### src/rtl/fifo_stream_reader.sv
// Read-side adapter for a registered-read FIFO. It prefetches into a 2-entry
// buffer and presents the beats as a valid/ready stream, in FIFO order.
module fifo_stream_reader #(
  parameter type T = logic [31:0]
) (
  input  logic       clk,
  input  logic       reset,
  output logic       fifo_read_en,
  input  T           fifo_read_data,
  input  logic       fifo_empty,
  input  logic       flush,
  output logic       out_valid,
  output T           out_data,
  input  logic       out_ready,
  output logic [1:0] occupancy
);

  localparam int unsigned DEPTH = 2;
  localparam int unsigned LVL_W = 3;

  T                 mem_q [DEPTH];
  T                 mem_n [DEPTH];
  logic             head_q;
  logic             head_n;
  logic             tail_q;
  logic             tail_n;
  logic [1:0]       held_q;
  logic [1:0]       held_n;
  logic             inflight_q;
  logic             pop;
  logic [LVL_W-1:0] level;
  T                 out_data_n;

  // Entries committed after this cycle (held + in-flight - pop) bound the read strobe.
  always_comb begin
    pop          = out_valid & out_ready;
    level        = LVL_W'(held_q) + LVL_W'(inflight_q) - LVL_W'(pop);
    fifo_read_en = ~reset & ~flush & ~fifo_empty & (level < LVL_W'(DEPTH));

    mem_n  = mem_q;
    head_n = head_q;
    tail_n = tail_q;
    held_n = level[1:0];

    if (pop) begin
      head_n = ~head_q;
    end
    if (inflight_q) begin
      mem_n[tail_q] = fifo_read_data;
      tail_n        = ~tail_q;
    end
    // Flush drops held entries and the beat arriving this cycle.
    if (flush) begin
      held_n = 2'd0;
      head_n = 1'b0;
      tail_n = 1'b0;
    end

    out_data_n = mem_n[head_n];
  end

  always_ff @(posedge clk) begin
    if (reset) begin
      mem_q      <= '{default: '0};
      head_q     <= 1'b0;
      tail_q     <= 1'b0;
      held_q     <= 2'd0;
      inflight_q <= 1'b0;
      out_valid  <= 1'b0;
      out_data   <= '0;
    end else begin
      mem_q      <= mem_n;
      head_q     <= head_n;
      tail_q     <= tail_n;
      held_q     <= held_n;
      inflight_q <= fifo_read_en;
      out_valid  <= (held_n != 2'd0);
      out_data   <= out_data_n;
    end
  end

  assign occupancy = held_q;

endmodule

### config.mk
export PLATFORM = sky130hd
export DESIGN_NAME = fifo_stream_reader
export DESIGN_NICKNAME = d
export VERILOG_FILES = /design/src/rtl/fifo_stream_reader.sv
export SDC_FILE = /design/constraint.sdc
export NUM_CORES = 1
export LEC_CHECK = 0
export BUFFER_PORTS_ARGS = -buffer_cell sky130_fd_sc_hd__buf_2
export CAP_MARGIN = 20
export CORE_ASPECT_RATIO = 1.75
export CORE_UTILIZATION = 60
export CTS_BUF_LIST = sky130_fd_sc_hd__clkbuf_2
export CTS_CLUSTER_SIZE = 30
export DETAILED_ROUTE_END_ITERATION = 16
export MAX_ROUTING_LAYER = met4
export PLACE_DENSITY_LB_ADDON = 0.2
export SLEW_MARGIN = 20
export SYNTH_ARGS = -nofsm -noshare
export SYNTH_HDL_FRONTEND = slang
export SYNTH_SLANG_ARGS = --single-unit
### constraint.sdc
create_clock -name clk -period 4.9 [get_ports clk]
set_input_delay 0.49 -clock clk [delete_from_list [all_inputs] [get_ports clk]]
set_output_delay 0.49 -clock clk [all_outputs]
set_load 0.005 [all_outputs]
* Word level (Yosys, flattened, before mapping)
Index checks and enable logic that the tools add are counted.
Storage, ports and cells: register bits 102, input port bits 37, logic and storage cells 38
Cells by class: add/sub/neg operators 2, order comparisons 4, muxes and demuxes 10, bitwise logic cells 11, reduce and logical (&&, ||, !) cells 3
Operator list (number):
- $mux 32 | 4
- $bwmux 64 | 1
- $mux 64 | 1
- $demux 32 s1 | 1
- $not 1->1 | 5
- $and 1x1->1 | 4
- $ge 2x2->1 const B | 2
- $not 1->2 | 2
- $add 2x1->3 | 1
- $lt 3x2->1 const B | 1
- $sub 3x1->3 | 1
- $lt 2x1->1 const B | 1
- $mux 1 | 2
- $mux 2 | 1
- $reduce_bool 2->1 | 1
- $reduce_or 2->1 | 1
- $logic_and 1x1->1 | 1

* Longest topological paths before layout
Gate-level depths: netlist of the first run.
depth after elaboration 10, mapped depth 8

* Worst setup path before layout of the first run
Ideal clock, no wire load.
path type in2out, start point in out_ready, end point out fifo_read_en, data arrival time 1967 ps, required time 4410 ps, slack 2443 ps, stages on the path 8, path buffers 0, path through and2_1 -> ha_1 -> inv_1 -> ha_1 -> inv_1 -> fa_1 -> xor2_1 -> nor4b_1
On the way: cells in the longest elaborated chain, start to end 4
Ends and longest elaborated chain:
- start, declared | RTL line 14 | input logic out_ready,
- $and 1x1->1 | RTL line 36 | pop = out_valid & out_ready;
- $sub 3x1->3 | RTL line 37 | level = LVL_W'(held_q) + LVL_W'(inflight_q) - LVL_W'(pop);
- $lt 3x2->1 | RTL line 38 | fifo_read_en = ~reset & ~flush & ~fifo_empty & (level < LVL_W'(DEPTH));
- $and 1x1->1 | RTL line 38
- end, declared | RTL line 8 | output logic fifo_read_en,
No other way between the ends.

* Worst setup path in the final report of the first run
start point reg out_valid, end point out fifo_read_en
On the way: cells in the longest elaborated chain, start to end 4
Ends and longest elaborated chain:
- start, declared | RTL line 12 | output logic out_valid,
- start signal, assigned | RTL line 77 | out_valid <= (held_n != 2'd0);
- $and 1x1->1 | RTL line 36
- $sub 3x1->3 | RTL line 37
- $lt 3x2->1 | RTL line 38
- $and 1x1->1 | RTL line 38
No other way between the ends.

==> results.yml, run 1 <==
status:
  outcome: "finished, final reports clean"
worst_setup_path:
  cp-startpoint: "out_valid"
  regToRegSetupSlack_ns: 2.94
  worstSetupEndpointType: "output port"
  crit_chain: "and2_1, ha_1, inv_1, ha_1, inv_1, fa_1, xor2_1, nor4b_1, buf_2"
  cp-endpoint: "fifo_read_en"
  slowest_stage: "fa_1"
  r2r-start: "out_valid"
  critPathBufInv: 3
  critPathMaxFanout: 2
  critical_path_class: "flop to output port"
  worstPathArrival_ns: 2.54
  critical-path-top-delay-family: "adder cells"
  ff2ff_path_depth: 8
  crit_path_start_kind: "flop"
  crit_cells: 9
  worst-endpoint-required_ns: 4.41
  slowest_delay_ns: 0.37
  r2r-end: "inflight_q"
floorplan:
  die-area_um2: 6620
  die_x_um: 61.9
  io_pins: 73
  fp.dieH_um: 107
  initial_utilization_pct: 63.2
  row_count: 37
  core-area_um2: 5970
grt:
  antenna_found_initial: 0
  grt_max_degree: 66
  grt_pass1_vias: 2472
  track_usage_pct: 23.4
  grt-ovfl-total: 0
  grt_pass1_wl_mm: 11.0
placement:
  placed_cell_area_um2: 4130
  gp_congestion: 0.767
  numPortBuffers: 72
  dp_hpwl_mm: 4.23
timing:
  finalCriticalPeriod_ns: 3.03
  hold_viol_final: 0
  setup_tns_ns: 0
  fin_worst_skew_ns: 0.0187
  slew_viol_final: 0
  timing.hold.ws_ns: 0.0903
  finalCritPeriodShare_pct: 61.9
  setup_violations: 0
  maxSlewHeadroom_pct: 29.4
  tightest_slew_ns: 1.05
  rsz0062_at_grt: "false"
  fmax_mhz: 330
power_and_ir_drop:
  power_density_nw_per_um2: 328
  leakagePower_nw: 1.97
  ir_drop_mv: 0.220
detailed_routing:
  wire_per_inst_um: 14.1
  wirelength_mm: 6.88
  drtAntennaViolNets: 0
  vias_per_cell: 5.17
  drc: 0
  drt_iter0_drc: 108
  drtPass1Iterations: 4
  vias: 2525
clock_network:
  clkLatencyLatePin_ns: 0.57
  cts_setup_buffers: 0
  cts_max_path_buffers: 2
  path_clk_slew_ns: 0.21
  holdBufCountCts: 0
  htreeDepth: 3
  numClockSinks: 102
  ctsResizeCount: 0
  cts_buffers: 9
  cts_tree: "yes"
  cts-root-buf: "clkbuf_2"
logic_synthesis:
  synth_area_um2: 3770
  synth_fp_nets: 382
  ys_seq_area_share_pct: 54.1
  syn_inst: 342
  ys.warnings.count: 0
  synth_seq_cells: 102
  ys_types: 23
  postSynthAreaPerCell_um2: 11.0
hold_path:
  hp-start: "fifo_empty"
  worst_hold_path_type: "input port to flop"
run:
  maxCapViolations: 0
cells_and_area:
  fin_nets: 445
  syn_to_final_growth_pct: 12.8
  drive_gt1_share_pct: 36.3
  final_area_um2: 4260
  n_antenna_cell: 0
  fillers: 469
-- cells in the final DEF (no fill, tap or decap), drive strengths merged, types with 2 or more instances in the layout --
master,instances
clkbuf,11
clkinv,3
inv,4
nor2,36
a21oi,34
nor4b,2
a2bb2oi,32
dfxtp,102
mux2i,32
ha,2
nand2,66
buf,77
bufinv,2
-- cells in the mapped netlist --
library cell | count | area share, %
a2bb2oi_2 | 29 | 12
a2bb2oi_1 | 3 | 0.70
mux2i_1 | 32 | 8.5
or2_1 | 1 | 0.17
ha_1 | 2 | 0.66
fa_1 | 1 | 0.53
buf_6 | 5 | 1.5
nand2b_1 | 1 | 0.17
nor4b_1 | 2 | 0.46
a21oi_2 | 23 | 5.3
nand2_1 | 66 | 6.6
xnor2_2 | 1 | 0.43
clkbuf_1 | 4 | 0.40
nor2_1 | 34 | 3.4
inv_1 | 4 | 0.40
and2_1 | 1 | 0.17
buf_2 | 10 | 1.3
xor2_1 | 1 | 0.23
nor2_4 | 2 | 0.60
dfxtp_1 | 102 | 54
nor2b_1 | 1 | 0.17
a21oi_1 | 11 | 1.5
buf_4 | 6 | 1.2
-- cell type report --
cell class	count	area, um2	area share [%]
multi-input combinational	211	1550	36.5
timing repair buffer	77	418	9.82
sequential	102	2040	48.0
tap	78	97.6	2.29
inverter	4	15.0	0.353
clock buffer	11	55.1	1.29
clock inverter	5	73.8	1.73
-- per-layer routing --
metal | track usage, % | up-vias | share of wire (%)
li1 | - | 1272 | -
met1 | 26.8 | 1181 | 44
met2 | 36.3 | 56 | 50
met3 | 5.07 | 16 | 3.7
met4 | 13.7 | 0 | 2.9
met5 | - | - | 0
-- cell families after synthesis --
kind of cell	Yosys count	share of synthesized area [%]
compound gates	66	19.0
xor+xnor	2	0.664
fa+ha+maj	3	1.19
buf+inv	29	4.81
flops	102	54.1
mux	32	8.49
simple gates	108	11.7
-- through the flow --
| step | setup slack [ns] | std cells | power (mW) | util [%] |
|---|---|---|---|---|
| 4_1_cts | 1.84 | 488 | 1.40 | 71.3 |
| 2_1_floorplan | 2.44 | 342 | 0.946 | - |
| 3_3_place_gp | 2.24 | 471 | 0.983 | 68.6 |
| 5_1_grt | 1.68 | 488 | 1.45 | 71.3 |
| 6_report | 1.87 | 488 | 1.39 | 71.3 |
| 3_5_place_dp | 2.20 | 472 | 0.986 | 69.1 |
-- worst min path at each step --
stage	depth (start not counted)	slack (ns)	to
floorplan	2	0.44	mem_q[34]
global placement	2	0.45	mem_q[35]
detailed placement	2	0.46	mem_q[36]
CTS	2	0.06	inflight_q
global route	2	0.04	inflight_q
finish	2	0.09	inflight_q
-- power breakdown --
| group | internal [mW] | switching, mW | total, mW |
|---|---|---|---|
| Sequential | 0.856 | 0.00647 | 0.863 |
| Clock | 0.170 | 0.255 | 0.425 |
| Combinational | 0.0477 | 0.0592 | 0.107 |
| Total | 1.07 | 0.321 | 1.39 |
-- state kept, by name, summed over array words and instances, names as in the netlist --
signal and flops:
tail_q 1, out_valid 1, occupancy 2, inflight_q 1
mem_q 64, out_data 32, head_q 1
Note: power is estimated with default switching activity, not from simulation.
==> run 2: changes to the inputs <==
Settings changed: CORE_UTILIZATION 60 to 51.
Clock period 4.9 ns to 2.71 ns, I/O delays scaled along.
==> run 2 against run 1 <==
  * Cell count increased by 9.8%
  * Clock-buffer cell count grew 1
  * Via count is 6.5% higher
  * Clock power rose by 65%
  * Largest cell class unchanged
  * Sequential share of layout area is 4.4 points lower
  * Total power is 80% higher
  * Flip-flop and latch count did not move
  * Sequential power up 81%
  * Die area is 17% higher
  * Critical endpoint unchanged
  * Register-to-register slack worse by 2.0 ns
  * Non-clock buffer count grew 40
  * Largest power group unchanged
==> results.yml, run 2 (synthesis gave the netlist of run 1 again) <==
detailed_routing:
  vias_per_cell: 5.02
  drt_iter0_drc: 121
  drtPass1Iterations: 4
  vias: 2690
  drtAntennaViolNets: 0
  wirelength_mm: 7.85
  wire_per_inst_um: 14.6
  drc: 0
power_and_ir_drop:
  leakagePower_nw: 2.14
  netSwitchingFraction_pct: 24.4
  power_frac_comb_pct: 9.8
  power_density_nw_per_um2: 535
  clkPwrFrac_pct: 27.9
  p_seq_share_pct: 62.3
  power_switching_mw: 0.611
  ir_drop_mv: 0.337
  internal_power_mw: 1.90
timing:
  fin_worst_skew_ns: 0.0306
  finalCriticalPeriod_ns: 2.70
  rsz0062_at_grt: "true"
  finalCritPeriodShare_pct: 99.6
  fin_ws_ns: 0.00988
  timing.hold.ws_ns: 0.0544
  setup_tns_ns: 0
  hold_viol_final: 0
  fmax_mhz: 370
  setup_violations: 0
  slew_viol_final: 0
  tightest_slew_ns: 0.835
  maxSlewHeadroom_pct: 44.3
grt:
  grt_use_met1_pct: 23.2
  grt.busiest_layer: "met2"
  grt_pass1_wl_mm: 12.4
  track_usage_pct: 22.0
  gr-usage-met3_pct: 3.15
  grt_max_degree: 65
  grt-ovfl-total: 0
  use_met2_pct: 38.8
  antenna_found_initial: 0
  grt_pass1_vias: 2693
cells_and_area:
  final_area_um2: 4690
  top_register: "mem_q"
  layout_common_cells: "dfxtp_1 (100), buf_2 (72), nand2_1 (65)"
  syn_to_final_growth_pct: 24.2
  drive_gt1_share_pct: 37.1
  largest_reg_flops: 64
  n_antenna_cell: 0
  fin_nets: 485
  final_common_cell: "dfxtp_1"
clock_network:
  cts-root-buf: "clkbuf_2"
  cts_buffers: 9
  path_clk_slew_ns: 0.26
  cts_max_path_buffers: 2
  clkLatencyLatePin_ns: 0.59
  htreeDepth: 3
  cts_tree: "yes"
  numClockSinks: 102
floorplan:
  initial_utilization_pct: 52.5
  fp.dieH_um: 116
  die_x_um: 67.0
  die-area_um2: 7760
  core-area_um2: 7180
  row_count: 41
  io_pins: 73
worst_setup_path:
  critPathMaxFanout: 2
  regToRegSetupSlack_ns: 0.92
  r2r-start: "out_valid"
  crit_path_start_kind: "flop"
  worstSetupEndpointType: "output port"
  slowest_stage: "dfxtp_2"
  crit_chain: "and2_4, ha_4, inv_2, ha_4, inv_2, fa_2, xor2_2, nor4b_4, buf_2"
  critical_path_class: "flop to output port"
  critical-path-top-delay-family: "adder cells"
  critPathBufInv: 3
  ff2ff_path_depth: 8
  r2r-end: "inflight_q"
  worstPathArrival_ns: 2.43
  worst-endpoint-required_ns: 2.44
  slowest_delay_ns: 0.37
run:
  maxCapViolations: 0
placement:
  gp_congestion: 0.767
  dp_worst_setup_slack_ns: 0.418
  numPortBuffers: 72
  dp_hpwl_mm: 4.74
  placed_cell_area_um2: 4170
hold_path:
  min_path_cells: 3
  hold_end: "out_data[13]"
  worst_hold_path_type: "input port to flop"
  hp-start: "flush"
status:
  outcome: "finished, final reports clean"
## run 2: tightest hold or removal path, cell delays in order
cell,delay [ns]
buf_2,0.11
nor2_4,0.12
a2bb2oi_2,0.13
## run 2: power by group through the flow
stage | Combinational, mW | Clock, mW | Sequential, mW
after floorplan | 0.119 | 0 | 1.59
after global placement | 0.196 | 0 | 1.59
after detailed placement | 0.200 | 0 | 1.59
after CTS | 0.242 | 0.714 | 1.56
after global routing | 0.269 | 0.772 | 1.57
final | 0.246 | 0.700 | 1.56
## run 2: through the flow
stage	utilization, %	total power [mW]	std cells
final	65.3	2.51	536
after global routing	65.3	2.61	536
after CTS	64.8	2.52	535
after detailed placement	58.1	1.79	484
after global placement	58.1	1.78	484
after floorplan	-	1.71	342
## run 2: worst max path at each step
stage | start | endpoint | slack [ns] | depth (start not counted)
6_report | out_valid | fifo_read_en | 0.01 | 9
5_1_grt | out_valid | fifo_read_en | -0.05 | 9
4_1_cts | out_valid | fifo_read_en | -0.07 | 9
3_5_place_dp | out_ready | fifo_read_en | 0.42 | 10
3_3_place_gp | out_ready | fifo_read_en | 0.43 | 10
2_1_floorplan | out_valid | fifo_read_en | 0.64 | 8
## run 2: cell type report
class | count | area [um2]
multi-input cells | 211 | 1610
flip-flops and latches | 102 | 2040
well taps | 86 | 108
clock inverters | 4 | 47.5
inverters | 4 | 15.0
clock buffers | 12 | 60.1
fillers | 626 | 2490
repair buffers | 117 | 806
## run 2: metal layers
metal  part of all wire [%]  vias to the layer above
li1                       -                     1349
met1                     42                     1275
met2                     53                       52
met3                    2.8                       14
met4                    2.2                        0
met5                      0                        -
## run 2: timing repair
item | 4_1_cts | 5_1_grt
pin swaps | 3 | 3
hold endpoints to repair | 68 | 0
hold buffers | 33 | 0
resized for setup | 9 | 3
endpoints found under the setup margin | 1 | 1
buffers inserted | 2 | 1
==> run 3: changes to the inputs <==
==> constraint.sdc (replaced) <==
create_clock -name clk -period 2.71 [get_ports clk]
set_input_delay 0.4065 -clock clk [delete_from_list [all_inputs] [get_ports clk]]
set_output_delay 0.4065 -clock clk [all_outputs]
set_load 0.005 [all_outputs]
==> run 3 against run 2 <==
  * The flow now finishes with violations (negative setup slack)
  * Total power shrank 5.3%
  * Critical endpoint unchanged
  * Largest cell class unchanged
  * Flip-flop and latch count is the same
  * Cell count shrank 6.2%
  * Critical path type unchanged
  * First-iteration DRC count grew 22%
  * Die area is the same
  * Utilization shrank 4.7 points
  * Non-clock buffer count shrank 33
  * Sequential share of layout area grew 3.4 points
==> results.yml, run 3 (synthesis gave the netlist of run 1 again) <==
status:
  outcome: "finished, violations left"
  violations: "negative setup slack"
grt:
  antenna_found_initial: 0
  grt_pass1_vias: 2510
  grt-ovfl-total: 0
  grt_max_degree: 65
  grt_pass1_wl_mm: 11.6
  track_usage_pct: 20.8
cells_and_area:
  final_cell_count_no_fill: 503
  drive_gt1_share_pct: 39.3
  final_common_cell: "dfxtp_1"
  final_area_um2: 4350
  largest_reg_flops: 64
  syn_to_final_growth_pct: 15.3
  top_register: "mem_q"
  layout_common_cells: "dfxtp_1 (100), buf_2 (72), nand2_1 (65)"
  fillers: 620
  fin_nets: 452
  n_antenna_cell: 0
timing:
  maxSlewHeadroom_pct: 44.9
  tightest_slew_ns: 0.826
  fin_ws_ns: -0.0522
  fmax_mhz: 362
  timing.hold.ws_ns: 0.0451
  fin_worst_skew_ns: 0.0278
  setup_violations: 1
  rsz0062_at_grt: "true"
  finalCriticalPeriod_ns: 2.76
  setup_tns_ns: -0.0522
  finalCritPeriodShare_pct: 102
  hold_viol_final: 0
  slew_viol_final: 0
power_and_ir_drop:
  power.total_mw: 2.38
  power_density_nw_per_um2: 546
  netSwitchingFraction_pct: 25.6
  ir_drop_mv: 0.376
  p_seq_share_pct: 65.7
  power_frac_comb_pct: 8.8
  power_switching_mw: 0.609
  internal_power_mw: 1.77
  leakagePower_nw: 2.00
  clkPwrFrac_pct: 25.5
clock_network:
  htreeDepth: 3
  cts_buffers: 9
  clkLatencyLatePin_ns: 0.59
  cts-root-buf: "clkbuf_2"
  cts_max_path_buffers: 2
  path_clk_slew_ns: 0.25
  numClockSinks: 102
  cts_tree: "yes"
placement:
  numPortBuffers: 72
  dp_hpwl_mm: 4.55
  dpl.cell_count: 482
  placed_cell_area_um2: 4170
  gp_congestion: 0.778
detailed_routing:
  drc: 0
  drtAntennaViolNets: 0
  vias_per_cell: 5.07
  wire_per_inst_um: 14.9
  vias: 2549
  drt_iter0_drc: 148
  drtPass1Iterations: 4
  wirelength_mm: 7.49
floorplan:
  io_pins: 73
  row_count: 41
  initial_utilization_pct: 52.5
  fp.dieH_um: 116
  die-area_um2: 7760
  die_x_um: 67.0
  core-area_um2: 7180
worst_setup_path:
  critPathMaxFanout: 2
  worstSetupEndpointType: "output port"
  slowest_delay_ns: 0.36
  worst-endpoint-required_ns: 2.30
  regToRegSetupSlack_ns: 0.84
  critPathBufInv: 3
  slowest_stage: "dfxtp_2"
  crit_chain: "and2_4, ha_4, inv_4, ha_4, inv_2, fa_2, xor2_2, nor4b_4, buf_2"
  worstPathArrival_ns: 2.36
  r2r-start: "out_valid"
  critical-path-top-delay-family: "adder cells"
  ff2ff_path_depth: 9
  path_common_cell: "ha_4"
  critical_path_class: "flop to output port"
  crit_path_start_kind: "flop"
  r2r-end: "inflight_q"
hold_path:
  hold_end: "mem_q[47]"
  worst_hold_path_type: "input port to flop"
  min_path_cells: 3
  hp-start: "fifo_read_data[15]"
run:
  maxCapViolations: 0
## run 3: area by class of cell
cell class                      count  area, um2  area share [%]
Multi-Input combinational cell    211       1610            36.9
Tap cell                           86        108            2.47
Timing Repair Buffer               84        490            11.3
Clock buffer                       11       55.1            1.27
Sequential cell                   102       2040            47.0
Clock inverter                      5       26.3           0.604
Inverter                            4       17.5           0.403
## run 3: metal layers
metal  part of all wire [%]  GRT usage, %  vias up
met3                    3.6          2.85       14
met2                     51          35.4       49
li1                       -             -     1283
met4                    2.6          12.3        0
met1                     43          22.2     1203
met5                      0             -        -
## run 3: repair_timing
item,4_1_cts,5_1_grt
resized for setup,9,4
endpoints found under the hold margin,1,0
hold buffers,1,0
setup buffers,3,1
endpoints found under the setup margin,1,1
pin swaps,3,3
## run 3: stage by stage
| step | setup WS [ns] | util (%) |
|---|---|---|
| floorplan | 0.420 | - |
| global placement | 0.171 | 58.0 |
| detailed placement | 0.154 | 58.0 |
| CTS | -0.182 | 60.1 |
| global route | -0.162 | 60.5 |
| finish | -0.0522 | 60.5 |
## run 3: worst max-delay path by stage
stage,startpoint,to,cells after the start,slack (ns)
finish,out_valid,fifo_read_en,9,-0.05
global route,out_valid,fifo_read_en,9,-0.16
CTS,out_valid,fifo_read_en,9,-0.18
detailed placement,out_ready,fifo_read_en,10,0.15
global placement,out_ready,fifo_read_en,10,0.17
floorplan,out_ready,fifo_read_en,8,0.42
## run 3: worst reg2reg max path, stage by stage, from the launching register on
cell	delay, ns
dfxtp_2	0.36
and2_4	0.14
ha_4	0.22
inv_4	0.05
ha_4	0.12
inv_2	0.03
fa_2	0.34
xor2_2	0.17
buf_4	0.14
nor4b_1	0.21
## run 3: power by group through the flow
| stage | clock network [mW] | registers, mW | logic, mW |
|---|---|---|---|
| final | 0.605 | 1.56 | 0.209 |
| after floorplan | 0 | 1.59 | 0.119 |
| after detailed placement | 0 | 1.59 | 0.198 |
| after global routing | 0.667 | 1.57 | 0.230 |
| after global placement | 0 | 1.59 | 0.194 |
| after CTS | 0.617 | 1.56 | 0.206 |
